`config.mk`:
```
export PLATFORM = sky130hd
export DESIGN_NAME = alu_uart_host_flat
export DESIGN_NICKNAME = d
export VERILOG_FILES = /design/src/rtl/alu_uart_host_if.sv /design/src/rtl/alu_uart_host.sv /design/src/flat_wrapper.sv
export SDC_FILE = /design/constraint.sdc
export NUM_CORES = 1
export LEC_CHECK = 0
export ABC_AREA = 1
export BUFFER_PORTS_ARGS = -buffer_cell sky130_fd_sc_hd__buf_4
export CORE_MARGIN = 2
export CORE_UTILIZATION = 63
export CTS_CLUSTER_DIAMETER = 150
export CTS_CLUSTER_SIZE = 24
export DETAILED_ROUTE_END_ITERATION = 10
export GPL_TIMING_DRIVEN = 0
export HOLD_SLACK_MARGIN = 0.1
export PLACE_DENSITY = 0.86
export SYNTH_ARGS = -nofsm -noshare
export SYNTH_HDL_FRONTEND = slang
export SYNTH_SLANG_ARGS = --single-unit
```
`constraint.sdc`:
```
create_clock -name clk_i -period 4.85 [get_ports clk_i]
set_input_delay 1.2125 -clock clk_i [delete_from_list [all_inputs] [get_ports clk_i]]
set_output_delay 1.2125 -clock clk_i [all_outputs]
set_load 0.02 [all_outputs]
```
`src/rtl/alu_uart_host_if.sv`:
```
// Handshake bundle for the UART ALU host: command, operand words,
// tx/rx byte streams and result words. The host drives the master view.
interface alu_uart_host_if #(
    parameter int DATA_WIDTH = 8
);
    logic                  cmd_valid_i;
    logic                  cmd_ready_o;
    logic                  cmd_add_i;
    logic [7:0]            cmd_count_i;
    logic                  word_valid_i;
    logic                  word_ready_o;
    logic [31:0]           word_i;
    logic [DATA_WIDTH-1:0] tx_data_o;
    logic                  tx_valid_o;
    logic                  tx_ready_i;
    logic [DATA_WIDTH-1:0] rx_data_i;
    logic                  rx_valid_i;
    logic                  rx_ready_o;
    logic                  res_valid_o;
    logic                  res_ready_i;
    logic [31:0]           res_data_o;
    logic                  res_last_o;
    logic                  busy_o;
    logic [1:0]            err_o;

    modport master (
        input  cmd_valid_i, cmd_add_i, cmd_count_i, word_valid_i, word_i,
               tx_ready_i, rx_data_i, rx_valid_i, res_ready_i,
        output cmd_ready_o, word_ready_o, tx_data_o, tx_valid_o, rx_ready_o,
               res_valid_o, res_data_o, res_last_o, busy_o, err_o
    );

    modport slave (
        output cmd_valid_i, cmd_add_i, cmd_count_i, word_valid_i, word_i,
               tx_ready_i, rx_data_i, rx_valid_i, res_ready_i,
        input  cmd_ready_o, word_ready_o, tx_data_o, tx_valid_o, rx_ready_o,
               res_valid_o, res_data_o, res_last_o, busy_o, err_o
    );
endinterface

```
`src/rtl/alu_uart_host.sv`:
```
// Host-side initiator for the UART ALU protocol: serializes an ECHO/ADD
// packet onto the tx byte stream and reassembles 32-bit result words
// from the rx byte stream.
module alu_uart_host #(
    parameter int DATA_WIDTH     = 8,
    parameter int TIMEOUT_CYCLES = 1_000_000
) (
    input  logic            clk_i,
    input  logic            rst_ni,
    alu_uart_host_if.master bus
);
    typedef enum logic [2:0] {
        IDLE, SEND_OP, SEND_RSVD, SEND_LEN_LSB, SEND_LEN_MSB,
        SEND_DATA, WAIT_ADD, DRAIN_ECHO
    } state_t;

    localparam logic [31:0] TIMEOUT_LAST = 32'(TIMEOUT_CYCLES - 1);

    state_t                state;
    logic                  is_add;
    logic [7:0]            n_words;
    logic [7:0]            words_sent;
    logic [7:0]            res_cnt;
    logic                  word_held;
    logic [31:0]           word_shift;
    logic [1:0]            tx_byte;
    logic [31:0]           rx_shift;
    logic [1:0]            rx_byte;
    logic [31:0]           tcnt;
    logic [DATA_WIDTH-1:0] tx_data_q;
    logic                  tx_valid_q;
    logic                  res_valid_q;
    logic                  res_last_q;
    logic [31:0]           res_data_q;
    logic [1:0]            err_q;

    logic [15:0] len;
    logic        in_send, collect, rx_ready, word_ready;
    logic        cmd_fire, word_fire, tx_fire, rx_fire, res_fire;

    // LEN counts the 4-byte header plus 4 bytes per word.
    assign len     = 16'd4 + {6'd0, n_words, 2'd0};
    assign in_send = (state == SEND_OP) || (state == SEND_RSVD) || (state == SEND_LEN_LSB) ||
                     (state == SEND_LEN_MSB) || (state == SEND_DATA);
    // Echo bytes may return while the packet is still going out; ADD replies only after it.
    assign collect    = (in_send && !is_add) || (state == WAIT_ADD) || (state == DRAIN_ECHO);
    // NOTE: readies are decoded from registered state only, so no valid ever depends on a ready.
    assign rx_ready   = (state == IDLE) || (collect && !res_valid_q);
    assign word_ready = (state == SEND_DATA) && !word_held;

    assign cmd_fire  = bus.cmd_valid_i && (state == IDLE);
    assign word_fire = bus.word_valid_i && word_ready;
    assign tx_fire   = tx_valid_q && bus.tx_ready_i;
    assign rx_fire   = bus.rx_valid_i && rx_ready;
    assign res_fire  = res_valid_q && bus.res_ready_i;

    assign bus.cmd_ready_o  = (state == IDLE);
    assign bus.word_ready_o = word_ready;
    assign bus.rx_ready_o   = rx_ready;
    assign bus.tx_data_o    = tx_data_q;
    assign bus.tx_valid_o   = tx_valid_q;
    assign bus.res_valid_o  = res_valid_q;
    assign bus.res_data_o   = res_data_q;
    assign bus.res_last_o   = res_last_q;
    assign bus.busy_o       = (state != IDLE);
    assign bus.err_o        = err_q;

    // Packet FSM, tx serializer, rx assembler and response timeout.
    // NOTE: all state here uses non-blocking assignments so every branch sees pre-edge values.
    always_ff @(posedge clk_i or negedge rst_ni) begin
        if (!rst_ni) begin
            state       <= IDLE;
            is_add      <= 1'b0;
            n_words     <= 8'd0;
            words_sent  <= 8'd0;
            res_cnt     <= 8'd0;
            word_held   <= 1'b0;
            word_shift  <= 32'd0;
            tx_byte     <= 2'd0;
            rx_shift    <= 32'd0;
            rx_byte     <= 2'd0;
            tcnt        <= 32'd0;
            tx_data_q   <= '0;
            tx_valid_q  <= 1'b0;
            res_valid_q <= 1'b0;
            res_last_q  <= 1'b0;
            res_data_q  <= 32'd0;
            err_q       <= 2'b00;
        end else begin
            case (state)
                IDLE: begin
                    if (cmd_fire) begin
                        err_q      <= 2'b00;
                        is_add     <= bus.cmd_add_i;
                        n_words    <= bus.cmd_count_i;
                        words_sent <= 8'd0;
                        res_cnt    <= 8'd0;
                        rx_byte    <= 2'd0;
                        word_held  <= 1'b0;
                        tcnt       <= 32'd0;
                        if (bus.cmd_count_i == 8'd0) begin
                            err_q <= 2'b10;
                        end else begin
                            state      <= SEND_OP;
                            tx_valid_q <= 1'b1;
                            tx_data_q  <= bus.cmd_add_i ? 8'hAD : 8'hEC;
                        end
                    end
                end
                SEND_OP: if (tx_fire) begin
                    tx_data_q <= 8'h00;
                    state     <= SEND_RSVD;
                end
                SEND_RSVD: if (tx_fire) begin
                    tx_data_q <= len[7:0];
                    state     <= SEND_LEN_LSB;
                end
                SEND_LEN_LSB: if (tx_fire) begin
                    tx_data_q <= len[15:8];
                    state     <= SEND_LEN_MSB;
                end
                SEND_LEN_MSB: if (tx_fire) begin
                    tx_valid_q <= 1'b0;
                    state      <= SEND_DATA;
                end
                SEND_DATA: begin
                    if (word_fire) begin
                        word_held  <= 1'b1;
                        word_shift <= bus.word_i;
                        tx_data_q  <= bus.word_i[7:0];
                        tx_valid_q <= 1'b1;
                        tx_byte    <= 2'd0;
                    end else if (tx_fire) begin
                        if (tx_byte == 2'd3) begin
                            word_held  <= 1'b0;
                            tx_valid_q <= 1'b0;
                            words_sent <= words_sent + 8'd1;
                            if (words_sent == n_words - 8'd1)
                                state <= is_add ? WAIT_ADD : DRAIN_ECHO;
                        end else begin
                            tx_byte    <= tx_byte + 2'd1;
                            tx_data_q  <= word_shift[15:8];
                            word_shift <= {8'h00, word_shift[31:8]};
                        end
                    end
                end
                WAIT_ADD, DRAIN_ECHO: begin
                    // Idle-rx watchdog; frozen while a pending result blocks rx.
                    if (rx_fire) begin
                        tcnt <= 32'd0;
                    end else if (rx_ready) begin
                        if (tcnt == TIMEOUT_LAST) begin
                            err_q       <= 2'b01;
                            state       <= IDLE;
                            rx_byte     <= 2'd0;
                            res_valid_q <= 1'b0;
                            res_last_q  <= 1'b0;
                            tcnt        <= 32'd0;
                        end else begin
                            tcnt <= tcnt + 32'd1;
                        end
                    end
                end
                default: state <= IDLE;
            endcase

            // Byte assembly runs alongside the tx path; rx is stalled, never dropped.
            if (collect && rx_fire) begin
                if (rx_byte == 2'd3) begin
                    res_data_q  <= {bus.rx_data_i[7:0], rx_shift[31:8]};
                    res_valid_q <= 1'b1;
                    res_last_q  <= is_add || (res_cnt == n_words - 8'd1);
                    res_cnt     <= res_cnt + 8'd1;
                    rx_byte     <= 2'd0;
                end else begin
                    rx_shift <= {bus.rx_data_i[7:0], rx_shift[31:8]};
                    rx_byte  <= rx_byte + 2'd1;
                end
            end

            if (res_fire) begin
                res_valid_q <= 1'b0;
                res_last_q  <= 1'b0;
                if (res_last_q && ((state == WAIT_ADD) || (state == DRAIN_ECHO)))
                    state <= IDLE;
            end
        end
    end
endmodule

```
`src/flat_wrapper.sv`:
```
// flat-port wrapper written by rule: the top's interface ports become plain ports
module alu_uart_host_flat 
#(
    parameter int DATA_WIDTH     = 8,
    parameter int TIMEOUT_CYCLES = 1_000_000
)
  (clk_i, rst_ni, bus_cmd_valid_i, bus_cmd_add_i, bus_cmd_count_i, bus_word_valid_i, bus_word_i, bus_tx_ready_i, bus_rx_data_i, bus_rx_valid_i, bus_res_ready_i, bus_cmd_ready_o, bus_word_ready_o, bus_tx_data_o, bus_tx_valid_o, bus_rx_ready_o, bus_res_valid_o, bus_res_data_o, bus_res_last_o, bus_busy_o, bus_err_o);
  alu_uart_host_if #(.DATA_WIDTH(DATA_WIDTH)) bus_i ();
  input  logic clk_i;
  input  logic rst_ni;
  input wire logic [$bits(bus_i.cmd_valid_i)-1:0] bus_cmd_valid_i;
  input wire logic [$bits(bus_i.cmd_add_i)-1:0] bus_cmd_add_i;
  input wire logic [$bits(bus_i.cmd_count_i)-1:0] bus_cmd_count_i;
  input wire logic [$bits(bus_i.word_valid_i)-1:0] bus_word_valid_i;
  input wire logic [$bits(bus_i.word_i)-1:0] bus_word_i;
  input wire logic [$bits(bus_i.tx_ready_i)-1:0] bus_tx_ready_i;
  input wire logic [$bits(bus_i.rx_data_i)-1:0] bus_rx_data_i;
  input wire logic [$bits(bus_i.rx_valid_i)-1:0] bus_rx_valid_i;
  input wire logic [$bits(bus_i.res_ready_i)-1:0] bus_res_ready_i;
  output wire logic [$bits(bus_i.cmd_ready_o)-1:0] bus_cmd_ready_o;
  output wire logic [$bits(bus_i.word_ready_o)-1:0] bus_word_ready_o;
  output wire logic [$bits(bus_i.tx_data_o)-1:0] bus_tx_data_o;
  output wire logic [$bits(bus_i.tx_valid_o)-1:0] bus_tx_valid_o;
  output wire logic [$bits(bus_i.rx_ready_o)-1:0] bus_rx_ready_o;
  output wire logic [$bits(bus_i.res_valid_o)-1:0] bus_res_valid_o;
  output wire logic [$bits(bus_i.res_data_o)-1:0] bus_res_data_o;
  output wire logic [$bits(bus_i.res_last_o)-1:0] bus_res_last_o;
  output wire logic [$bits(bus_i.busy_o)-1:0] bus_busy_o;
  output wire logic [$bits(bus_i.err_o)-1:0] bus_err_o;
  assign bus_i.cmd_valid_i = bus_cmd_valid_i;
  assign bus_i.cmd_add_i = bus_cmd_add_i;
  assign bus_i.cmd_count_i = bus_cmd_count_i;
  assign bus_i.word_valid_i = bus_word_valid_i;
  assign bus_i.word_i = bus_word_i;
  assign bus_i.tx_ready_i = bus_tx_ready_i;
  assign bus_i.rx_data_i = bus_rx_data_i;
  assign bus_i.rx_valid_i = bus_rx_valid_i;
  assign bus_i.res_ready_i = bus_res_ready_i;
  assign bus_cmd_ready_o = bus_i.cmd_ready_o;
  assign bus_word_ready_o = bus_i.word_ready_o;
  assign bus_tx_data_o = bus_i.tx_data_o;
  assign bus_tx_valid_o = bus_i.tx_valid_o;
  assign bus_rx_ready_o = bus_i.rx_ready_o;
  assign bus_res_valid_o = bus_i.res_valid_o;
  assign bus_res_data_o = bus_i.res_data_o;
  assign bus_res_last_o = bus_i.res_last_o;
  assign bus_busy_o = bus_i.busy_o;
  assign bus_err_o = bus_i.err_o;
  alu_uart_host #(.DATA_WIDTH(DATA_WIDTH), .TIMEOUT_CYCLES(TIMEOUT_CYCLES)) u_core (.clk_i(clk_i), .rst_ni(rst_ni), .bus(bus_i));
endmodule
```
==> reports/metrics.cfg, run 1 <==
[die]
num_rows = 41
core_area_mm2 = 0.0126
initial_core_util_pct = 64.3
ios = 105
die_h_um = 117
die-area_mm2 = 0.0138
die_w_um = 117

[timing]
slew_violations = 0
clock_skew_ns = 0.0102
timing.slew.headroom_pct = 62.2
setup_viol = 0
worst_pin_slew_ns = 0.567
tns_ns = 0
finalCritPeriodShare_pct = 57.0
max_freq_ghz = 0.362
worst_slack_ns = 2.09
finalCriticalPeriod_ns = 2.76
rsz0062_at_grt = false
hold_slack_ns = 0.483
report.final.hold_viol_count = 0

[worst_hold_path]
min_path_type = reg2reg
min_from = u_core.tx_byte[0]

[clock_tree]
cts_resized = 0
cts.sinks = 158
postCtsHoldBufs = 0
cts_buffer_depth = 2
cts-buffers-inserted = 17
cts_setup_buffers = 0
cts-root-buf = clkbuf_16
cts_tree = done
htree_levels = 4
clkTransAtPathRegs_ns = 0.06
clk_latency_ns = 0.43

[grt]
grt_max_degree = 99
grt_pass1_wl_mm = 33.4
grt_use_total_pct = 31.4
antenna_found_initial = 0
grt_pass1_vias = 7082
grt_overflow = 0

[flow_run]
drv_cap = 0

[critical_path]
path_class = reg2out
cp-end-kind = output port
critPathLaunchType = register
critical_path_buf_inv_count = 1
crit_start = u_core.state[1]
r2r_start = u_core.state[1]
crit_arrival_ns = 1.55
cp_slowest_stage_delay_ns = 0.46
cp_top_family = simple AND/OR/NAND/NOR gates
crit_chain = nor2_2 -> nand2_4 -> nor2_4 -> buf_4
crit_path_top_delay_cell = dfrtp_1
required_ns = 3.64
cp_max_fo = 10

[yosys]
ys_warn_count = 0
synth_cell_types = 48
synth_cells = 1039
synth_area_per_cell_um2 = 7.78
syn_area_mm2 = 0.00808
synth.net_count = 1102
yosysSeqAreaShare_pct = 48.9
synth_edf_count = 0
async_flop_share_pct = 100
dominantRegCellSynth = dfrtp_1
ys_ff_latch = 158

[final_layout]
fin_util_pct = 77.0
n_antenna_cell = 0
fin_cells = 1348
area_growth_pct = 19.7
drive_gt1_share_pct = 15.7
nNetsFinal = 1226
design_area_mm2 = 0.00968

[placement]
place_inst = 1316
preCtsSetupSlack_ns = 2.12
hpwl_mm = 14.6
portBuffers = 104
gp_congestion = 0.944
postPlaceCellArea_mm2 = 0.00911

[drt]
viasPerCell = 5.56
wire_per_inst_um = 15.2
route.met2.wl_mm = 9.89
drtPass1Iterations = 9
vias = 7492
wl_met3_mm = 1.42
drt_wl_total_mm = 20.5
ant_nets = 0
highest-signal-layer = met4
drt_iter0_drc = 796
wl_met1_mm = 8.85
drc = 0

[outcome]
status = finished, final reports clean

[power]
power_density_mw_per_mm2 = 567
peakVddDrop_v = 0.000363
totalPowerFinal_mw = 5.48
p_leak_nw = 4.82

worst reg2reg max path: stages, from the launching register on:
cell and delay [ns]:
dfrtp_1 0.46, nor2_2 0.20, nand2_4 0.14, nor2_4 0.30, o21ai_4 0.15, nor2_4 0.17
nand3_1 0.18, nor3_1 0.30, nand2_1 0.11, nand2_1 0.08, nor2_1 0.04
cells in the final DEF (no fill, tap or decap), types with 4 or more instances in the layout:
master     count
a21oi_1       29
buf_2         11
buf_4        105
clkbuf_1      15
clkbuf_16     17
dfrtp_1      158
ha_1           7
inv_1        123
inv_2         10
inv_6          6
nand2_1      271
nand3_1       70
nand4_1       19
nor2_1        88
nor2_2         7
nor2_4         4
nor3_1        28
o211ai_1       9
o21ai_0      124
xor2_1        15
report_power, final:
part	leakage, nW	total, mW	internal [mW]	switching, mW
Combinational	2.50	2.19	0.766	1.42
Clock	0.275	1.28	0.688	0.596
Sequential	2.05	2.01	1.74	0.273
routing by layer:
| metal | GRT usage, % | vias to the layer above |
|---|---|---|
| li1 | - | 3616 |
| met1 | 42.5 | 3539 |
| met2 | 51.0 | 296 |
| met3 | 7.78 | 41 |
| met4 | 8.86 | 0 |
| met5 | 0 | - |
sequential cells by signal (all words and copies together) (netlist names):
signal and count:
u_core.state 3, u_core.bus.err_o 2, u_core.rx_shift 24, u_core.word_shift 24
u_core.tcnt 32, u_core.bus.res_valid_o 1, u_core.bus.tx_valid_o 1, u_core.is_add 1
u_core.bus.res_data_o 32, u_core.rx_byte 2, u_core.bus.res_last_o 1, u_core.bus.tx_data_o 8
u_core.res_cnt 8, u_core.word_held 1, u_core.tx_byte 2, u_core.n_words 8
u_core.words_sent 8
cells in the mapped netlist, drive strengths merged (9+ instances only):
cell,instances,area (um^2)
o211ai,9,67.6
nand4,19,119
xor2,15,131
nand2,276,1060
o21ai,128,652
nor3,29,150
nor2,99,419
nand3,73,388
a21oi,30,154
buf,14,81.3
inv,133,499
dfrtp,158,3950
clkbuf,15,56.3
layout make-up:
type,count,area [um^2]
inverters,136,510
well taps,172,215
clock buffers,18,439
fillers,905,2890
flip-flops and latches,158,3950
plain buffers,29,138
repair buffers,105,812
clock inverters,14,125
multi-input cells,716,3480
path summary, 6_finish.rpt:
check | slack (ns) | cells after the start | to
min in group asynchronous | 0.74 | 1 | u_core.tcnt[20]
hold / removal | 0.48 | 1 | u_core.tx_byte[0]
setup / recovery | 2.09 | 4 | bus_word_ready_o
hold reg to reg | 0.48 | 1 | u_core.tx_byte[0]
setup reg to reg | 2.61 | 10 | u_core.tcnt[29]
max in group asynchronous | 3.24 | 2 | u_core.bus.res_data_o[22]
logic make-up (layout without fill, tap and decap cells):
group,count (synthesis),after routing,synth area share (%)
xor+xnor,19,19,2.23
compound gates,182,182,12.3
flops,158,158,48.9
buf+inv,165,302,8.02
mux,1,1,0.124
fa+ha+maj,7,7,1.08
simple gates,507,507,27.4
(Power assumes the default switching activity.)
==> run 2: changes to the inputs <==
- CORE_UTILIZATION: 63 -> 58
- PLACE_DENSITY: 0.86 -> 0.8
- clock period: 4.85 -> 2.75 ns (I/O delays scaled with it)
==> run 2 against run 1 <==
  * Critical path depth rose by 1
  * Critical endpoint is now bus_rx_ready_o
  * Combinational power grew 76%
  * Clock-buffer cell count stayed put
  * Via count grew 0.31%
  * Flip-flop and latch count did not move
  * Total power is 78% higher
  * Highest routed layer unchanged
  * Routed wire length increased by 4.2%
  * Die area rose by 8.3%
==> reports/metrics.cfg, run 2 (same netlist as run 1, synthesis figures left out) <==
[outcome]
status = finished, final reports clean

[power]
comb_power_share_pct = 39.6  ; -0.3 points
swShare_pct = 42.0  ; +0.24 points
power_frac_seq_pct = 36.5  ; -0.2 points
p_int_mw = 5.65  ; +77%
power.switching_mw = 4.09  ; +79%
p_leak_nw = 4.83  ; +0.21%
p_clk_share_pct = 23.9  ; +0.5 points
power_density_mw_per_mm2 = 1000  ; +77%
peakVddDrop_v = 0.000755  ; +110%
totalPowerFinal_mw = 9.74  ; +78%

[final_layout]
multiInputGateArea_mm2 = 0.00348  ; unchanged
layout_commonest_cell = nand2_1
fin_util_pct = 70.5  ; -6.5 points
nNetsFinal = 1226  ; unchanged
area_growth_pct = 20.1
nFillCells = 1126  ; +24%
regArea_mm2 = 0.00395  ; unchanged
n_antenna_cell = 0  ; unchanged
drive_gt1_share_pct = 15.7  ; unchanged
layout_common_cells = nand2_1 (271), dfrtp_1 (158), o21ai_0 (124)

[clock_tree]
cts.sinks = 158  ; unchanged
htree_levels = 4  ; unchanged
cts-buffers-inserted = 17  ; unchanged
cts_tree = done
cts_setup_buffers = 0  ; unchanged
cts_resized = 0  ; unchanged
clk_latency_ns = 0.43  ; about the same
postCtsHoldBufs = 0  ; unchanged
cts_buffer_depth = 2  ; unchanged
clkTransAtPathRegs_ns = 0.07  ; about the same
cts-root-buf = clkbuf_16

[timing]
tns_ns = 0  ; unchanged
clock_skew_ns = 0.00777  ; -0.00246 ns
rsz0062_at_grt = false
setup_viol = 0  ; unchanged
timing.slew.headroom_pct = 67.0  ; +4.8 points
slew_violations = 0  ; unchanged
report.final.hold_viol_count = 0  ; unchanged
max_freq_ghz = 0.447
finalCriticalPeriod_ns = 2.24
worst_pin_slew_ns = 0.495  ; -0.0720 ns
finalCritPeriodShare_pct = 81.3

[critical_path]
critical_path_buf_inv_count = 2  ; +1
cp_slowest_stage_delay_ns = 0.48  ; +0.02 ns
crit_path_top_delay_cell = dfrtp_1
cp_max_fo = 5  ; -5
crit_chain = nand2_2 -> a21oi_2 -> inv_2 -> nand2_4 -> buf_4
cp-end-kind = output port
required_ns = 2.06  ; -1.58 ns
rrSetupSlack_ns = 0.55  ; -2.06 ns
critPathLaunchType = register
path_class = reg2out
cp_top_family = flip-flops
crit_arrival_ns = 1.55  ; about the same

[drt]
wire_per_inst_um = 15.8  ; +3.6%
wl_met3_mm = 1.52  ; +7.0%
drc = 0  ; unchanged
drt_iter0_drc = 684  ; -14%
vias = 7515  ; +0.31%
ant_nets = 0  ; unchanged
drt_wl_total_mm = 21.4  ; +4.2%
viasPerCell = 5.54  ; -0.28%
route.met2.wl_mm = 9.97  ; +0.89%
highest-signal-layer = met4
wl_met1_mm = 9.26  ; +4.6%
drtPass1Iterations = 5  ; -4

[die]
core_area_mm2 = 0.0138  ; +9.6%
initial_core_util_pct = 58.7  ; -5.6 points
die_w_um = 122  ; +4.1%
die-area_mm2 = 0.0149  ; +8.3%
num_rows = 43  ; +4.9%
die_h_um = 122  ; +4.1%
ios = 105  ; unchanged

[grt]
grt_pass1_wl_mm = 34.8  ; +4.0%
antenna_found_initial = 0  ; unchanged
grt_max_degree = 97  ; -2.0%
grt_use_total_pct = 30.4  ; -1.0 points
grt_overflow = 0  ; unchanged
grt_pass1_vias = 7133  ; +0.72%

[placement]
gp_congestion = 0.924  ; -2.2%
portBuffers = 104  ; unchanged
hpwl_mm = 15.7  ; +7.6%

[flow_run]
drv_cap = 0  ; unchanged

[worst_hold_path]
min_path_type = in2async

==> run 2: cell count changes in the layout (fill, tap and decap cells not counted) <==
| cell | change |
|---|---|
| clkinv_2 | -2 |
| clkinv_4 | +2 |
| buf_8 | +1 |
| clkinvlp_4 | -1 |
| buf_6 | -1 |
| inv_8 | +1 |
| inv_6 | -1 |
| clkinv_8 | +1 |
==> run 2: worst reg2reg max path: cells and delay by family (launching register included) <==
kind | cells | cell delay (ns)
compound gates | 2 | 0.57
simple gates | 3 | 0.67
buf+inv | 2 | 0.38
flops | 1 | 0.48
==> run 2: power groups by stage <==
| stage | combinational (mW) | sequential (mW) | clock [mW] |
|---|---|---|---|
| detailed placement | 3.82 | 3.56 | 0 |
| global placement | 3.72 | 3.55 | 0 |
| floorplan | 2.23 | 3.78 | 0 |
| CTS | 3.85 | 3.54 | 2.35 |
| global route | 4.32 | 3.63 | 2.43 |
| finish | 3.85 | 3.55 | 2.33 |
==> run 2: metal layers <==
| layer | vias up | track usage, % |
|---|---|---|
| li1 | 3623 | - |
| met1 | 3559 | 42.0 |
| met2 | 285 | 48.0 |
| met3 | 48 | 5.85 |
| met4 | 0 | 11.4 |
| met5 | - | 0 |
==> run 2: stage by stage <==
stage          instance area [um^2]  hold slack, ns  std cells  setup WS [ns]
3_3_place_gp                   9090           0.457       1323          0.164
4_1_cts                        9710           0.185       1356          0.500
6_report                       9710           0.177       1356          0.513
3_5_place_dp                   9130           0.459       1324          0.551
5_1_grt                        9710           0.210       1356          0.390
2_1_floorplan                  8080           0.392       1039          0.934
==> run 2: path summary, 6_finish.rpt <==
| check | startpoint | to | cells after the start |
|---|---|---|---|
| worst max-delay path | u_core.state[2] | bus_rx_ready_o | 5 |
| worst min-delay path | rst_ni | u_core.bus.res_data_o[7] | 1 |
| worst max register to register | u_core.state[2] | u_core.bus.res_data_o[5] | 7 |
| worst min register to register | u_core.bus.res_data_o[25] | u_core.bus.res_data_o[25] | 2 |
| max in group asynchronous | rst_ni | u_core.bus.tx_data_o[0] | 2 |
| min in group clk_i | bus_rx_data_i[6] | u_core.bus.res_data_o[30] | 3 |
==> run 2: area by class of cell <==
type	instances	area share, %
flip-flops and latches	158	40.7
multi-input cells	716	35.9
repair buffers	105	8.40
inverters	136	5.26
clock buffers	18	4.52
well taps	180	2.32
clock inverters	14	1.48
plain buffers	29	1.42
